## config.mk

```make
export PLATFORM = sky130hd
export DESIGN_NAME = add
export DESIGN_NICKNAME = d
export VERILOG_FILES = /design/src/rtl/add_pkg.sv /design/src/rtl/add_ripple.sv /design/src/rtl/add.sv
export SDC_FILE = /design/constraint.sdc
export NUM_CORES = 1
export LEC_CHECK = 0
export BUFFER_PORTS_ARGS = -buffer_cell sky130_fd_sc_hd__buf_2
export CAP_MARGIN = 20
export CORE_MARGIN = 2
export CORE_UTILIZATION = 43
export CTS_BUF_LIST = sky130_fd_sc_hd__clkbuf_8
export CTS_CLUSTER_DIAMETER = 120
export CTS_CLUSTER_SIZE = 16
export DETAILED_ROUTE_END_ITERATION = 8
export PLACE_DENSITY = 0.88
export REMOVE_ABC_BUFFERS = 1
export SYNTH_ARGS = -nofsm -noshare
export SYNTH_HDL_FRONTEND = slang
export SYNTH_SLANG_ARGS = --single-unit
```

## constraint.sdc

```tcl
create_clock -name clk -period 3.4 [get_ports clk]
set_clock_uncertainty 0.05 [all_clocks]
set_input_delay 0.17 -clock clk [delete_from_list [all_inputs] [get_ports clk]]
set_output_delay 0.17 -clock clk [all_outputs]
set_load 0.02 [all_outputs]
```

## src/rtl/add_pkg.sv

```systemverilog
// add_pkg: shared width, op-select encodings and result-flag struct for the add datapath
package add_pkg;
  localparam int WIDTH = 8;
  localparam logic OP_ADD = 1'b0;
  localparam logic OP_SUB = 1'b1;
  typedef struct packed {
    logic carry;
    logic overflow;
    logic zero;
  } flags_t;
endpackage

```

## src/rtl/add_ripple.sv

```systemverilog
// add_ripple: combinational ripple-carry adder; x,y,cin in; s, cout and carry into the MSB (c_msb) out
module add_ripple #(
  parameter int WIDTH = add_pkg::WIDTH
) (
  input  logic [WIDTH-1:0] x,
  input  logic [WIDTH-1:0] y,
  input  logic             cin,
  output logic [WIDTH-1:0] s,
  output logic             cout,
  output logic             c_msb
);
  logic [WIDTH:0] c;
  assign c[0] = cin;
  for (genvar i = 0; i < WIDTH; i++) begin : g_fa
    assign s[i]   = x[i] ^ y[i] ^ c[i];
    assign c[i+1] = (x[i] & y[i]) | (c[i] & (x[i] ^ y[i]));
  end
  assign cout  = c[WIDTH];
  assign c_msb = c[WIDTH-1];
endmodule

```

## src/rtl/add.sv

```systemverilog
// add: registered add/sub (clk, rst_n sync active-low; a, b, sub, in_valid in; result, carry, overflow, zero, out_valid out, 1-cycle latency)
module add
  import add_pkg::*;
#(
  parameter int WIDTH = add_pkg::WIDTH
) (
  input  logic             clk,
  input  logic             rst_n,
  input  logic [WIDTH-1:0] a,
  input  logic [WIDTH-1:0] b,
  input  logic             sub,
  input  logic             in_valid,
  output logic [WIDTH-1:0] result,
  output logic             carry,
  output logic             overflow,
  output logic             zero,
  output logic             out_valid
);
  logic             is_sub;
  logic [WIDTH-1:0] b_eff;
  logic [WIDTH-1:0] s;
  logic             cout;
  logic             c_msb;
  flags_t           f;
  assign is_sub = sub == OP_SUB;
  assign b_eff  = b ^ {WIDTH{is_sub}};
  add_ripple #(.WIDTH(WIDTH)) u_ripple (
    .x(a),
    .y(b_eff),
    .cin(is_sub),
    .s(s),
    .cout(cout),
    .c_msb(c_msb)
  );
  assign f = '{carry: cout, overflow: c_msb ^ cout, zero: s == '0};
  always_ff @(posedge clk) begin
    if (!rst_n) begin
      result    <= '0;
      carry     <= 1'b0;
      overflow  <= 1'b0;
      zero      <= 1'b0;
      out_valid <= 1'b0;
    end else begin
      out_valid <= in_valid;
      if (in_valid) begin
        result                   <= s;
        {carry, overflow, zero}  <= f;
      end
    end
  end
endmodule

```

After elaboration in Yosys (flattened, before gate mapping)
Cells that the tools add are included.
- flip-flop bits (word level): 12
- latch bits: 0
- bits in writable memories: 0
- memory bits (read-only): 0
- bits of input ports: 20
- output and inout port bits: 12
- logic and storage cells: 48
- memories kept: 0
- add/sub/neg operators: 0
- $mul: 0
- div/mod/pow operators: 0
- $lt $le $gt $ge: 0
- equality and inequality tests: 0
- shift-type cells: 0
- muxes and demuxes: 0
- bitwise logic cells: 42
- reductions and logical operators: 1
- operator list (kind ; count):
    $xor 1x1->1 ; 17
    $and 1x1->1 ; 16
    $logic_not 8->1 ; 1
    $or 1x1->1 ; 8
    $xor 8x8->8 ; 1

Depth between registers and ports, before layout
- word-level depth: 19
- mapped depth: 15
- mapped depth without buffers: 14

By module
From an unflattened synthesis, not the netlist that was laid out.
- cells, all modules: 67
- area, all modules: 710.7 µm²
- by module, submodules not included (module ; instances ; cells an instance ; area an instance (µm²) ; seq. area each (µm²)):
    add ; 1 ; 49 ; 513.0 ; 240.2
    add_ripple ; 1 ; 18 ; 197.7 ; 0.0

Least setup slack after synthesis
OpenSTA, ideal clock, no wires.
- path type: input-to-reg
- start: input sub
- end: register zero
- library setup time: 69 ps
- arrival time: 3489 ps
- data required time: 3281 ps
- path slack: -208 ps
- stages on the path: 15
- path buffers: 1
- path through: buf_4 -> xnor2_1 -> fa_1 -> fa_1 -> fa_1 -> inv_1 -> fa_1 -> inv_1 -> fa_1 -> fa_1 -> inv_1 -> fa_1 -> and4b_1 -> nand4_1 -> o21ai_1
- longest elaborated chain between the ends: 18
- elaborated cells on any way between the ends: 39
- those cells by class: bitwise (38); reduce/logical (1)
- ends and longest elaborated chain (what ; RTL line ; text):
    from (decl) ; add.sv:11 ; input logic sub,
    $xor 8x8->8 ; add.sv:26 ; assign b_eff = b ^ {WIDTH{is_sub}};
    $xor 1x1->1 ; add_ripple.sv:16 ; assign c[i+1] = (x[i] & y[i]) | (c[i] & (x[i] ^ y[i]));
    $and 1x1->1 ; add_ripple.sv:16 ;
    $or 1x1->1 ; add_ripple.sv:16 ;
    $and 1x1->1 ; add_ripple.sv:16 ;
    $or 1x1->1 ; add_ripple.sv:16 ;
    $and 1x1->1 ; add_ripple.sv:16 ;
    $or 1x1->1 ; add_ripple.sv:16 ;
    [... 3 more ...] ; - ;
    $or 1x1->1 ; add_ripple.sv:16 ;
    $and 1x1->1 ; add_ripple.sv:16 ;
    $or 1x1->1 ; add_ripple.sv:16 ;
    $and 1x1->1 ; add_ripple.sv:16 ;
    $or 1x1->1 ; add_ripple.sv:16 ;
    $xor 1x1->1 * ; add_ripple.sv:15 ; assign s[i] = x[i] ^ y[i] ^ c[i];
    named net s[7] ; add.sv:21 ; logic [WIDTH-1:0] s;
    $logic_not 8->1 * ; add.sv:35 ; assign f = '{carry: cout, overflow: c_msb ^ cout, zero: s == '0};
    to (signal assigned) ; add.sv:41 ; zero <= 1'b0;
    to (signal assigned) ; add.sv:47 ; {carry, overflow, zero} <= f;
    to (decl) ; add.sv:16 ; output logic zero,
Mark *: on every way through the listed nets, which the timed path passes. The rest lies on a longest branch.
A chain may end at the register's enable or synchronous reset.

Final worst setup path
Ends and elaborated chain as after synthesis.

==> qor.yml <==
finish:
  fillCellCount: 134
  drive_gt1_frac: 0.431
  nets: 130
  fin_cells: 118
  stdcell_area_um2: 956
  antenna_cells: 0
  multi_input_area_um2: 425
  area_growth_pct: 31.5
  seq_area_um2: 240
placement:
  post-place-cells: 114
  dpl.hpwl_mm: 1.14
  port-buffer-count: 31
  placedInstanceArea_um2: 891
  place_congestion: 0.736
clock_network:
  cts_root_buffer: "clkbuf_8"
  h-tree-depth: 1
  cts-buffers-inserted: 3
  cts_tree: "built"
  clock_path_buffers: 2
  postCtsSetupBuffers: 0
  path_clk_slew_ns: 0.05
  cts.sinks: 12
  hold_buffers: 0
  insertion_delay_ns: 0.24
sta:
  fin_crit_ns: 3.29
  grt_setup_unrepaired: "yes"
  hold_violations: 0
  maxSlewViolCount: 0
  slew_headroom: 0.772
  setup_viol: 0
  finalCritPeriodShare: 0.967
  tightest_slew_ns: 0.342
  fmax_mhz: 304
power_and_ir_drop:
  p_int_uw: 326
  peakVddDrop_uv: 354
  leakagePower_nw: 0.513
  combPwrFrac: 0.310
  p_per_area_nw_per_um2: 481
  power_frac_clock: 0.337
  power_frac_seq: 0.353
  p_sw_uw: 134
  p_sw_frac: 0.291
synthesis:
  synth-seq-area-share: 0.330
  yosysUniqueCellTypes: 18
  yosysWarnings: 0
  yosysTopAreaCell: "dfxtp_1"
  synth_area_um2: 727
  yosys-top-cells-area: "dfxtp_1, fa_1, xnor2_1, mux2i_1, o211a_1"
  avgSynthCellArea_um2: 10.8
  netlist_instances: 67
  synth.most_common_cell: "dfxtp_1"
  synth_top_area_frac: 0.330
  async_flop_share: 0
  synth_edf_count: 0
  synthFlopType: "dfxtp_1"
  synthTopCellsByCount: "dfxtp_1, inv_1, fa_1, xnor2_1, nand2_1"
  ys_ff_latch: 12
setup_path:
  rrSetupSlack_ns: 2.72
  rr_endpoint: "result[3]"
  endpoint_kind: "register"
  crit_path_start_kind: "input port"
  path_max_fanout: 3
  crit_type: "in -> reg"
  ff2ff_path_depth: 2
  crit_required_ns: 3.52
  worstReg2RegStart: "result[3]"
  arrival_ns: 3.41
floorplanning:
  dieWidth_um: 45.1
  start_util: 0.472
  num_io_pins: 32
  dieArea_um2: 2040
  coreArea_um2: 1540
  die_h_um: 45.1
  rows: 14
route:
  first_iter_violations: 11
  antenna_left: 0
  drt-wirelength-per-cell_um: 11.7
  dr.pass1.iters: 4
  via_count: 574
  drc_errors: 0
  post_drt_via_cell_ratio: 4.86
  wirelength_mm: 1.38
global_routing:
  track_usage: 0.170
  antenna_found_initial: 0
  grt-ovfl-total: 0
  grt_pass1_wl_mm: 2.42
  grt_start_max_net_pins: 20
  grt_pass1_vias: 610
worst_hold_path:
  hold_class: "in -> reg"
  hold_depth: 3
  min_to: "result[3]"
  hold_start: "rst_n"
run:
  cap_violations: 0
run_status:
  status: "finished clean"
-- flip-flops by register name (all words and copies together) (netlist names) --
signal	flops
zero	1
carry	1
overflow	1
out_valid	1
result	8
-- how the worst max path moves through the flow --
stage	end	cells past startpoint	slack [ns]	start
after global routing	zero	15	-0.06	sub
final	zero	15	0.11	sub
after global placement	zero	15	-0.25	sub
after CTS	zero	15	0.02	sub
after floorplan	zero	14	-0.04	b[1]
after detailed placement	zero	15	-0.33	sub
-- cells by family after synthesis --
family / Yosys count / share of synthesized area
compound gates: 8 / 0.0895
xor+xnor: 9 / 0.108
fa+ha+maj: 7 / 0.193
buf+inv: 12 / 0.0981
flops: 12 / 0.330
mux: 5 / 0.0688
simple gates: 14 / 0.112
-- power by group through the flow --
stage          clock network [mW]  registers, mW  logic, mW
5_1_grt                     0.164          0.164      0.160
3_3_place_gp                    0          0.165      0.135
3_5_place_dp                    0          0.165      0.142
6_report                    0.155          0.162      0.143
4_1_cts                     0.160          0.162      0.143
2_1_floorplan                   0          0.184     0.0676
-- critical path, stage by stage --
cell and delay [ns]:
buf_2 0.12, xnor2_1 0.14, fa_2 0.37, fa_2 0.34, fa_1 0.36, inv_1 0.07
fa_1 0.16, inv_1 0.05, fa_2 0.34, fa_2 0.35, inv_1 0.07, fa_1 0.43
and4b_1 0.26, nand4_1 0.08, o21ai_1 0.09
-- through the flow --
stage	power (mW)	utilization	setup WS (ns)	setup TNS (ns)	hold slack (ns)
after global placement	0.300	0.578	-0.248	-0.319	0.387
final	0.459	0.620	0.112	0	0.228
after CTS	0.466	0.617	0.0150	0	0.226
after detailed placement	0.307	0.578	-0.330	-0.476	0.396
after global routing	0.488	0.620	-0.0612	-0.0612	0.252
after floorplan	0.251	-	-0.0354	-0.0354	0.209
-- routing by layer --
metal  wire [um]  track usage  part of all wire  up-vias
met1         549        0.183              0.40      268
met5           0            0                 0        -
met4          16       0.0765             0.012        0
met2         711        0.294              0.52       20
li1            -            -                 -      284
met3          98       0.0640             0.071        2
-- timing repair --
item,CTS,global route
gates resized for setup,2,2
pin swaps,0,0
endpoints found under the hold margin,0,0
endpoints found under the setup margin,1,1
cloned,0,0
-- cell usage in the layout (no fill, tap or decap) --
| cell | netlist | layout |
|---|---|---|
| a21oi_1 | 1 | 1 |
| and2_2 | 1 | 1 |
| and4b_1 | 2 | 2 |
| buf_2 | 0 | 31 |
| buf_4 | 2 | 4 |
| clkbuf_8 | 0 | 4 |
| dfxtp_1 | 12 | 12 |
| fa_1 | 7 | 3 |
| fa_2 | 0 | 4 |
| inv_1 | 8 | 8 |
| mux2i_1 | 5 | 5 |
| nand2_1 | 6 | 6 |
| nand4_1 | 1 | 1 |
| nor2b_1 | 4 | 4 |
| o211a_1 | 5 | 5 |
| o21ai_0 | 1 | 1 |
| o21ai_1 | 1 | 1 |
| xnor2_1 | 7 | 7 |
| xor2_1 | 2 | 2 |
-- area by class of cell --
type,count,share of cell area
flip-flops and latches,12,0.251
inverters,8,0.0314
clock buffers,4,0.0576
repair buffers,35,0.194
multi-input cells,43,0.445
well taps,16,0.0209
(Power assumes the default switching activity.)
